File: src/rtl/uart_rx_16x.sv
`default_nettype none
// ============================================================================
// Module      : uart_rx_16x
// Description : 8N1 UART receiver, oversampled on a baud16 enable tick, with
//               one-clock valid / framing-error pulses and no FIFO.
// Revision    : 1.0 - initial release
// ============================================================================
module uart_rx_16x #(
    parameter int DATA_BITS  = 8,
    parameter int OVERSAMPLE = 16
) (
    input  logic                 clock,
    input  logic                 reset,
    input  logic                 baud16_tick,
    input  logic                 rx,
    output logic [DATA_BITS-1:0] rx_data,
    output logic                 rx_valid,
    output logic                 framing_error,
    output logic                 busy
);

    localparam int CW = $clog2(OVERSAMPLE);
    localparam int BW = (DATA_BITS > 1) ? $clog2(DATA_BITS) : 1;

    localparam logic [CW-1:0] c_cnt_mid  = CW'(OVERSAMPLE / 2 - 1);
    localparam logic [CW-1:0] c_cnt_last = CW'(OVERSAMPLE - 1);
    localparam logic [BW-1:0] c_bit_last = BW'(DATA_BITS - 1);

    localparam logic [2:0] c_st_idle  = 3'd0;
    localparam logic [2:0] c_st_start = 3'd1;
    localparam logic [2:0] c_st_data  = 3'd2;
    localparam logic [2:0] c_st_stop  = 3'd3;
    localparam logic [2:0] c_st_brk   = 3'd4;

    logic                 r_rx_meta;
    logic                 r_rx_s;
    logic [2:0]           r_state;
    logic [CW-1:0]        r_cnt;
    logic [BW-1:0]        r_bitn;
    logic [DATA_BITS-1:0] r_shreg;

    assign busy = (r_state != c_st_idle);

    always_ff @(posedge clock) begin
        if (reset) begin
            r_rx_meta     <= 1'b1;
            r_rx_s        <= 1'b1;
            r_state       <= c_st_idle;
            r_cnt         <= '0;
            r_bitn        <= '0;
            r_shreg       <= '0;
            rx_data       <= '0;
            rx_valid      <= 1'b0;
            framing_error <= 1'b0;
        end else begin
            r_rx_meta     <= rx;
            r_rx_s        <= r_rx_meta;
            rx_valid      <= 1'b0;
            framing_error <= 1'b0;
            if (baud16_tick) begin
                case (r_state)
                    c_st_idle: begin
                        if (!r_rx_s) begin
                            r_state <= c_st_start;
                            r_cnt   <= '0;
                        end
                    end
                    // A start bit that is high again at its midpoint was a glitch.
                    c_st_start: begin
                        if (r_cnt != c_cnt_mid) begin
                            r_cnt <= r_cnt + 1'b1;
                        end else if (r_rx_s) begin
                            r_state <= c_st_idle;
                        end else begin
                            r_cnt   <= '0;
                            r_bitn  <= '0;
                            r_state <= c_st_data;
                        end
                    end
                    c_st_data: begin
                        if (r_cnt != c_cnt_last) begin
                            r_cnt <= r_cnt + 1'b1;
                        end else begin
                            r_shreg <= {r_rx_s, r_shreg[DATA_BITS-1:1]};
                            r_cnt   <= '0;
                            if (r_bitn == c_bit_last) begin
                                r_state <= c_st_stop;
                            end else begin
                                r_bitn <= r_bitn + 1'b1;
                            end
                        end
                    end
                    // Returning to idle at the stop midpoint lets a back-to-back start edge be caught.
                    c_st_stop: begin
                        if (r_cnt != c_cnt_last) begin
                            r_cnt <= r_cnt + 1'b1;
                        end else if (r_rx_s) begin
                            rx_data  <= r_shreg;
                            rx_valid <= 1'b1;
                            r_cnt    <= '0;
                            r_state  <= c_st_idle;
                        end else begin
                            framing_error <= 1'b1;
                            r_cnt         <= '0;
                            r_state       <= c_st_brk;
                        end
                    end
                    c_st_brk: begin
                        if (r_rx_s) begin
                            r_state <= c_st_idle;
                        end
                    end
                    default: begin
                        r_state <= c_st_idle;
                    end
                endcase
            end
        end
    end

endmodule
`default_nettype wire

File: config.mk
export PLATFORM = sky130hd
export DESIGN_NAME = uart_rx_16x
export DESIGN_NICKNAME = d
export VERILOG_FILES = /design/src/rtl/uart_rx_16x.sv
export SDC_FILE = /design/constraint.sdc
export NUM_CORES = 1
export LEC_CHECK = 0
export CELL_PAD_IN_SITES_DETAIL_PLACEMENT = 1
export CELL_PAD_IN_SITES_GLOBAL_PLACEMENT = 1
export CORE_MARGIN = 1.5
export CORE_UTILIZATION = 30
export DETAILED_ROUTE_END_ITERATION = 8
export PLACE_DENSITY = 0.56
export SLEW_MARGIN = 20
export SYNTH_ARGS = -nofsm -noshare
export SYNTH_HDL_FRONTEND = slang
export SYNTH_SLANG_ARGS = --single-unit
File: constraint.sdc
create_clock -name clock -period 5.67 [get_ports clock]
set_clock_uncertainty 0.05 [all_clocks]
set_input_delay 0.567 -clock clock [delete_from_list [all_inputs] [get_ports clock]]
set_output_delay 0.567 -clock clock [all_outputs]
set_load 0.02 [all_outputs]
==> impl_summary.md, run 1 <==
CTS
The cell at the root of the clock tree is clkbuf_8. The CTS tree is built. The hold buffer count at CTS is 0. Clock tree synthesis inserted a total of 5 buffers.

The number of setup buffers added after CTS is 0. The clock latency on the worst-skew pair is ~0.28 ns. The level count of the clock H-tree is 2. The maximum buffer depth of the clock tree is 2.

The clock net in this run drives a total of 30 sinks. The count of instances resized after the clock tree is built is 0. Clock-pin slew was measured on the worst setup and hold paths at 0.06 ns.

Worst setup path
Data on the critical path is required at its endpoint by between 5 and 6 ns. The start-to-end type of the worst setup path is flip-flop to output port. Data arrives at the worst endpoint at roughly 1.7 ns. The largest fanout of any net on the critical path is 14. The worst setup path is captured at an output port. The worst setup path is launched from a flip-flop.

Power and ir drop
The power per cell area is roughly 250 mW/mm^2. Across the VDD grid, the largest voltage drop is 110 uV. The analysis attributes to cell leakage a power of 0.564 nW.

Yosys
After synthesis, the largest family of logic cells by area is simple AND/OR/NAND/NOR gates. The top cell type's share of synthesized area is 45.0%. During synthesis, Yosys emitted a total of 0 warnings. Of the total synthesized cell area, the portion taken by XOR and XNOR cells is 0%. The arithmetic-cell share of the synthesized area counting full adders, half adders and majority gates is 2.81%. Of all cell types, the one taking the most synthesized area is dfxtp_1. The synthesized instance count is 137. The synthesized design contains 30 register bits.

The portion of synthesized area spent on multiplexers is between 10% and 20%. The summed instance area of the synthesized netlist is 0.00133 sq mm. The net count after synthesis is 144. The compound-gate portion of the synthesized area is about 11%.

In the post-synthesis netlist, the biggest area contributors are dfxtp_1 45%, mux2i_1 13%, nor2_1 5.6%. After Yosys synthesis, and, or, nand and nor cells account for 23.9% of the synthesized area. The number of different library cells used by synthesis comes to 38. Dividing the synthesized area by the synthesized cell count gives 9.74 sq um. The sequential element share of the synthesized area is 45.0%.

GRT
The first global-routing pass estimated 4.98 mm of wire. The maximum number of pins on one net before global-route repair is 34. The total global-route track usage is 13.2%. The total grt overflow is 0. The via count of the first global-routing pass is 1056. The initial antenna violation count is 0.

Final layout
The net count of the finished layout is 157. The share of final-layout standard cells stronger than drive strength 1 is 10.6%. The layout overhead on the synthesized area is 18.6%.

The total inserted antenna cells is 0.

Floorplan
In this run the standard cell core region covers 0.00432 sq mm. Once the floorplan was initialized, standard cells occupied between 30% and 40% of the core. The die covers between 0.004 and 0.005 sq mm. The width of the die is 69.7 um. Measured along the y axis, the die boundary spans 69.7 um.

The floorplan row count is 24. The boundary pin count is 15.

Place
The number of I/O port buffers is 14. At the end of routability-driven placement, the weighted congestion stood at 0.777. Prior to clock tree synthesis, the placed netlist has a worst setup slack of 3.03 ns. The HPWL after detailed placement is 1.98 mm.

STA
The minimum setup slack in the final design is 3.38 ns. Hold is met by 0.362 ns. Of the available clock period, the critical path in the final layout requires 40.3%. In this run the tightest slew margin relative to its limit is roughly 43%. Setup repair after global routing left no endpoint under its margin. The shortest clock period the worst path allows after layout is between 2 and 2.5 ns. Setup total negative slack on the finished layout was measured at 0 ns. The final setup violation count is 0. The slew at the pin closest to its max-slew limit is 0.838 ns. Static timing analysis puts the maximum clock frequency at 0.437 GHz.

The final hold violation count came to 0. The number of max-slew violations in the final report was 0.

Min path
In this run the worst hold path is classified as flip-flop to flip-flop.

Run status
The run finished with clean final reports.

Drt
In this run, the number of DRC markers left after iteration 0 of detailed routing was 46. Summed over all layers, the routed wires come to between 2 and 3 mm. The total via count after detailed routing is 1039. The number of remaining DRC errors is 0. The per-cell routed wire length is between 10 and 15 um. The pre-antenna-repair detailed-routing pass consisted of 4 iterations. In the routed layout, each cell is associated on average with a via count of 5.12.

In this run the remaining antenna-violating nets after routing total 0.

Flow run
The tool flagged a number of max-cap violations equal to 0.
==> metrics by stage <==
step	instances	util (%)	area, sq um	power (W)
6_report	203	36.6	1580	0.000402
5_1_grt	203	36.6	1580	0.000421
4_1_cts	203	36.7	1590	0.000408
3_5_place_dp	195	34.6	1500	0.000232
3_3_place_gp	195	34.6	1500	0.000232
2_1_floorplan	137	-	1330	0.000227
==> flip-flops by register name, summed over array words and instances, names as in the netlist <==
name / flops
rx_valid: 1
r_cnt: 4
framing_error: 1
r_shreg: 8
r_bitn: 3
r_rx_meta: 1
r_rx_s: 1
r_state: 3
rx_data: 8
==> final cells by class <==
cell class	count	area, sq um
clock buffer	7	86.3
timing repair buffer	14	135
tap	52	65.1
fill	530	2740
clock inverter	1	5.00
sequential	30	601
multi-input combinational	99	689
==> cell usage after synthesis (all sizes together) <==
cell type / instances
buf: 4
or4: 1
and3: 1
a22o: 1
a21o: 2
a41o: 1
nand2: 2
o311ai: 1
nor4b: 1
nand4: 2
nor4: 2
nor2: 21
o21a: 1
nand3: 2
o21ai: 6
or2: 3
mux2i: 17
or4b: 2
a21oi: 7
dfxtp: 30
nand2b: 5
a211o: 1
nor2b: 2
or3: 1
nor3b: 3
clkbuf: 4
ha: 3
o32a: 1
mux2: 1
nor3: 4
o2bb2ai: 1
nand3b: 2
or3b: 1
a2111oi: 1
==> logic make-up after synthesis <==
logic type | Yosys count
buffers and inverters | 8
adders and majority gates | 3
DFF | 30
and+or+nand+nor | 55
AOI/OAI and AO/OA | 23
muxes | 18
==> where the power goes <==
| group | total (W) | switching, W | internal, W |
|---|---|---|---|
| clock | 0.000175 | 0.0000774 | 0.0000977 |
| sequential | 0.000213 | 0.00000161 | 0.000212 |
| combinational | 0.0000137 | 0.00000863 | 0.00000503 |
==> critical path, stage by stage (launching register included) <==
cell and delay, ns:
dfxtp_1 0.44, or3_1 0.42, clkdlybuf4s50_1 0.54
==> layout by cell type, fill, tap and decap left out, drive strengths merged, types with 2 or more instances in the layout <==
cell           instances
clkdlybuf4s50         13
nand2b                 5
nand2                  2
or4b                   2
dfxtp                 30
or2                    3
nand3b                 2
a21oi                  7
nor2                  21
nor4                   2
o21ai                  6
ha                     3
nand3                  2
mux2i                 17
nand4                  2
nor3b                  3
nor3                   4
nor2b                  2
a21o                   2
clkbuf                 7
==> metal layers <==
metal	vias to the layer above	GRT usage [%]	wire, um
li1	520	-	-
met1	498	15.9	1380
met2	15	21.5	1370
met3	6	4.51	117
met4	0	5.13	37
met5	-	0	0
==> final timing paths <==
kind	startpoint	end	slack (ns)	depth (start not counted)
min reg2reg	r_rx_meta	r_rx_s	0.36	1
min	r_rx_meta	r_rx_s	0.36	1
max	r_state[0]	busy	3.38	2
max reg2reg	r_cnt[0]	rx_data[3]	3.59	5
Power figures use the tool's default switching activity.
==> run 2: changes to the inputs <==
clock period = 2.3 ns   (was 5.67 ns; I/O delays follow)
==> impl_summary.md, run 2 (synthesis gave the netlist of run 1 again) <==
Run status
The flow ran to the end, and the final reports show no timing, DRC or antenna violations.

STA
For the finished layout, the period the worst path requires is ~2 ns. The slew at the pin closest to its max-slew limit is 0.787 ns (-0.0506 ns). The worst relative slew slack is 46.8% (+3.4 points).

The final hold violation count is 0 (unchanged). The final-layout worst hold slack is 0.360 ns (-0.00179 ns). The minimum setup slack in the final design is 0.284 ns (-3.10 ns). The final setup violation count is 0 (unchanged). Setup repair after global routing left no endpoint under its margin.

The maximum clock frequency is 0.496 GHz. The setup total negative slack is 0 ns (unchanged). The worst path uses 87.7% of the clock period. The number of max-slew violations in the final report was 0 (unchanged).

Final layout
The total inserted antenna cells is 0 (unchanged). In the layout the commonest cells are 30 x dfxtp_1, 20 x nor2_1, 17 x mux2i_1, 14 x clkdlybuf4s50_1, 7 x a21oi_1. The area of all sequential standard cells is 601 sq um (unchanged). The share of final-layout standard cells stronger than drive strength 1 is 12.8% (+2.2 points).

In the final layout, the registers with the most flip-flops are r_shreg: 8 flops, rx_data: 8 flops, r_cnt: 4 flops. The number of fill cells is 522 (-1.5%). The most common library cell in the layout ignoring fill and taps is dfxtp_1. The net total in the final layout was 162 (+3.2%).

The multi-input gate area in the final layout is 689 sq um (unchanged). Relative to the synthesized area, the layout overhead comes to 21.8%. The number of standard cells in the layout, taps in and fillers out is 208 (+2.5%).

GRT
The total global-route track usage is 13.0% (-0.14 points). The initial antenna violation count is 0 (unchanged). The first-pass GRT wire length is 5.07 mm (+1.8%). The total grt overflow is 0 (unchanged). The via count of the first global-routing pass is 1026 (-2.8%). The maximum number of pins on one net before global-route repair is 28 (-18%).

Drt
The initial DRC count is 33 (-28%). The first-pass detailed-route iteration total is 4 (unchanged). The wire length reported by the detailed router came to 2.90 mm (unchanged).

The number of nets with antenna violations after detailed routing came to 0 (unchanged). The total via count after detailed routing is 1044 (+0.48%). The number of remaining DRC errors is 0 (unchanged).

The per-cell routed wire length was 13.9 um (-2.4%). The detail-routed via count per cell is 5.02 (-1.9%).

Place
The pre-CTS worst setup slack came to 0.277 ns (-2.75 ns). The HPWL after detailed placement came to 2.05 mm (+3.5%). The final weighted congestion of routability-driven global placement is 0.879 (+13%).

The number of placed instances, taps included is 200 (+2.6%). The number of I/O port buffers is 14 (unchanged).

Power and ir drop
The clock network fraction of design power is 43.0% (-0.5 points). The proportion of total power due to net switching is 21.3% (-0.46 points). The switching power total is 0.000212 W (+140%). The largest voltage drop on the vdd net is 294 uV (+170%). The combinational share of power is 4.1% (+0.7 points). The static leakage is 0.589 nW (+4.5%). The internal power summed over all cells came to 0.000780 W (+150%).

The share of power burned in registers is 53.0% (about the same). The power per cell area is 611 mW/mm^2 (+140%).

Floorplan
The die height is 69.7 um (unchanged). The placeable core region is 0.00432 sq mm (unchanged). The width of the die came to 69.7 um (unchanged).

The floorplan row count came to 24 (unchanged). The area of the die is 0.00485 sq mm (unchanged). The initial core utilization is 30.8% (unchanged). The boundary pin count came to 15 (unchanged).

CTS
Clock tree synthesis selected as its root buffer the cell clkbuf_8. The clock transition at the registers of the reported paths came to 0.06 ns (about the same). The number of setup buffers added after CTS came to 0 (unchanged). The maximum buffer depth of the clock tree is 2 (unchanged). The count of instances resized after the clock tree is built is 0 (unchanged).

The total clock buffers created by CTS was 5 (unchanged). The clock latency on the worst-skew pair is 0.27 ns (about the same). The number of sinks driven by the clock tree was 30 (unchanged).

TritonCTS built the clock tree. The hold buffer count at CTS is 0 (unchanged). The level count of the clock H-tree was 2 (unchanged).

Worst setup path
STA classifies the critical path endpoint as a flip-flop. The start-to-end type of the worst setup path is flip-flop to flip-flop. The kind of start point of the critical path is a flip-flop. The largest fanout of any net on the critical path was 12 (-2). The data required time of the critical path is 2.40 ns (-2.65 ns). The critical path data arrival time is 2.12 ns (+0.45 ns).

Flow run
The max-cap violation count was 0 (unchanged).

Min path
The class of the worst hold path is flip-flop to flip-flop.
[run 2: path summary, 6_finish.rpt]
kind,startpoint,end,slack [ns],depth (start not counted)
setup reg to reg,r_state[1],r_bitn[0],0.28,4
hold / removal,r_rx_meta,r_rx_s,0.36,1
hold reg to reg,r_rx_meta,r_rx_s,0.36,1
setup / recovery,r_state[1],r_bitn[0],0.28,4
[run 2: final cells by class]
type,count,area share [%]
clock inverters,1,0.308
well taps,52,4.01
clock buffers,7,5.32
multi-input cells,99,42.4
flip-flops and latches,30,37.0
repair buffers,19,10.9
[run 2: power by group through the flow]
stage | clock [W] | sequential, W | combinational (W)
after floorplan | 0 | 0.000535 | 0.0000247
after global placement | 0 | 0.000537 | 0.0000399
after detailed placement | 0 | 0.000537 | 0.0000407
after CTS | 0.000443 | 0.000525 | 0.0000408
after global routing | 0.000473 | 0.000525 | 0.0000446
final | 0.000426 | 0.000526 | 0.0000403
[run 2: metal layers]
layer  GRT usage, %  vias up  part of all wire (%)
li1               -      527                     -
met5              0        -                     0
met4           5.77        0                   2.3
met1           17.8      494                    50
met3           3.34        7                   3.3
met2           19.3       16                    45
[run 2: worst max-delay path, stage by stage, from the launching register on]
cell	delay, ns
dfxtp_1	0.54
or3b_2	0.57
o21ai_0	0.48
or4_1	0.19
a21oi_1	0.06
[run 2: through the flow]
step / utilization, % / area, sq um / total power (W)
after floorplan: - / 1330 / 0.000560
after global placement: 35.4 / 1530 / 0.000577
after detailed placement: 35.4 / 1530 / 0.000578
after CTS: 37.6 / 1620 / 0.00101
after global routing: 37.6 / 1620 / 0.00104
final: 37.6 / 1620 / 0.000992
==> run 3: changes to the inputs <==
clock period = 2.4 ns   (was 2.3 ns; I/O delays follow)
==> impl_summary.md, run 3 (synthesis gave the netlist of run 1 again) <==
STA
The number of max-slew violations in the final report is 0 (unchanged). The final-layout worst hold slack is 0.362 ns (+0.00213 ns). The shortest clock period the worst path allows after layout was 2.09 ns (+0.0691 ns). The maximum clock frequency came to 0.480 GHz (-3.3%). Setup repair after global routing left no endpoint under its margin. The setup total negative slack came to 0 ns (unchanged).

The final setup violation count is 0 (unchanged). The worst relative slew slack is 47.1% (+0.24 points). The final clock period utilization by the worst path is 86.9% (-0.77 points). The slew at the pin closest to its max-slew limit is 0.784 ns (-0.00356 ns).

The final hold violation count was 0 (unchanged).

Final layout
The number of standard cells in the layout, taps in and fillers out is 207 (-0.48%). In the layout the commonest cells are 30 x dfxtp_1, 20 x nor2_1, 17 x mux2i_1, 14 x clkdlybuf4s50_1, 7 x a21oi_1. The net total in the final layout is 161 (-0.62%). The area growth from synthesis to layout is 25.0%.

The share of final-layout standard cells stronger than drive strength 1 was 12.9% (+0.083 points). Leaving out fill and tap cells, the most frequent cell in the layout is dfxtp_1. The total inserted antenna cells is 0 (unchanged). The largest registers in the layout are r_shreg: 8 flops, rx_data: 8 flops, r_cnt: 4 flops.

CTS
The maximum buffer depth of the clock tree is 2 (unchanged). The level count of the clock H-tree came to 2 (unchanged). The total clock buffers created by CTS is 5 (unchanged). The clock latency on the worst-skew pair came to 0.28 ns (about the same).

The number of sinks driven by the clock tree is 30 (unchanged). The hold buffer count at CTS was 0 (unchanged). The count of instances resized after the clock tree is built is 0 (unchanged). The number of setup buffers added after CTS is 0 (unchanged). The clock transition at the registers of the reported paths is 0.06 ns (about the same). The cell at the root of the clock tree is clkbuf_8.

TritonCTS built the clock tree.

Power and ir drop
The largest voltage drop on the vdd net came to 364 uV (+24%). The power per cell area came to 704 mW/mm^2 (+15%). The static leakage is 0.606 nW (+2.9%).

GRT
The total grt overflow is 0 (unchanged). The maximum number of pins on one net before global-route repair is 13 (-54%). The via count of the first global-routing pass was 1045 (+1.9%). The total global-route track usage is 13.1% (+0.095 points). The first-pass GRT wire length is 5.04 mm (-0.67%). The initial antenna violation count is 0 (unchanged).

Place
The number of placed instances, taps included came to 199 (-0.50%). The number of I/O port buffers is 14 (unchanged). The HPWL after detailed placement is 2.13 mm (+3.6%).

The final weighted congestion of routability-driven global placement is 0.734 (-16%).

Worst setup path
The element type at the critical path end is a flip-flop. The critical path data arrival time is 2.21 ns (+0.09 ns). The worst setup path is launched from a flip-flop.

The data required time of the critical path is 2.52 ns (+0.12 ns). The largest fanout of any net on the critical path came to 8 (-4). By startpoint and endpoint, the worst setup path is classified as flip-flop to flip-flop.

Drt
The wire length reported by the detailed router is 2.93 mm (+1.0%). The total via count after detailed routing came to 1033 (-1.1%). The first-pass detailed-route iteration total is 4 (unchanged). The per-cell routed wire length was 14.1 um (+1.5%). The detail-routed via count per cell is 4.99 (-0.58%). The number of remaining DRC errors is 0 (unchanged). The initial DRC count is 55 (+67%). The number of nets with antenna violations after detailed routing is 0 (unchanged).

Floorplan
The width of the die is 69.7 um (unchanged). The placeable core region is 0.00432 sq mm (unchanged). The die height came to 69.7 um (unchanged). The area of the die was 0.00485 sq mm (unchanged).

The boundary pin count was 15 (unchanged). The initial core utilization is 30.8% (unchanged). The floorplan row count was 24 (unchanged).

Min path
The min-delay analysis places its worst path in the category flip-flop to flip-flop.

Flow run
The max-cap violation count came to 0 (unchanged).

Run status
The flow ran to the end, and the final reports show no timing, DRC or antenna violations.
==> run 3: cell types whose count changed in the layout (fill, tap and decap cells not counted), sizes merged <==
cell	change
buf	-1
clkinv	-1
clkbuf	-1
bufinv	+2
==> run 3: per-stage QoR <==
| step | power [W] | util (%) | worst slack, ns | area (sq um) |
|---|---|---|---|---|
| 3_5_place_dp | 0.000553 | 35.3 | 0.237 | 1530 |
| 6_report | 0.00117 | 38.6 | 0.315 | 1670 |
| 5_1_grt | 0.00122 | 38.6 | 0.127 | 1670 |
| 2_1_floorplan | 0.000537 | - | 0.594 | 1330 |
| 3_3_place_gp | 0.000553 | 35.3 | 0.286 | 1530 |
| 4_1_cts | 0.00119 | 38.6 | 0.311 | 1670 |
==> run 3: power breakdown <==
part	total, W	leakage, nW	switching, W	internal [W]
combinational	0.0000393	0.293	0.0000231	0.0000162
clock	0.000632	0.0714	0.000189	0.000443
sequential	0.000502	0.242	0.00000196	0.000500
==> run 3: critical path: stages (launching register included) <==
cell	delay [ns]
dfxtp_1	0.38
ha_1	0.31
nand4_1	0.33
nor3_4	0.60
mux2i_1	0.26
nor2_1	0.05
==> run 3: final timing paths <==
path / startpoint / to / slack, ns / cells past startpoint
max: r_cnt[0] / rx_data[6] / 0.31 / 5
min reg2reg: r_rx_meta / r_rx_s / 0.36 / 1
min: r_rx_meta / r_rx_s / 0.36 / 1
max reg2reg: r_cnt[0] / rx_data[6] / 0.31 / 5
==> run 3: layer usage <==
layer	track usage, %	up-vias	wire length (um)
met4	6.41	0	8
met5	0	-	0
met3	4.07	2	110
met2	20.5	13	1370
met1	16.4	489	1440
li1	-	529	-
==> run 3: final cells by class <==
cell class	count	area, sq um
well taps	52	65.1
flip-flops and latches	30	601
clock buffers	6	82.6
repair buffers	18	170
multi-input cells	99	689
clock inverters	2	60.1
fillers	505	2660
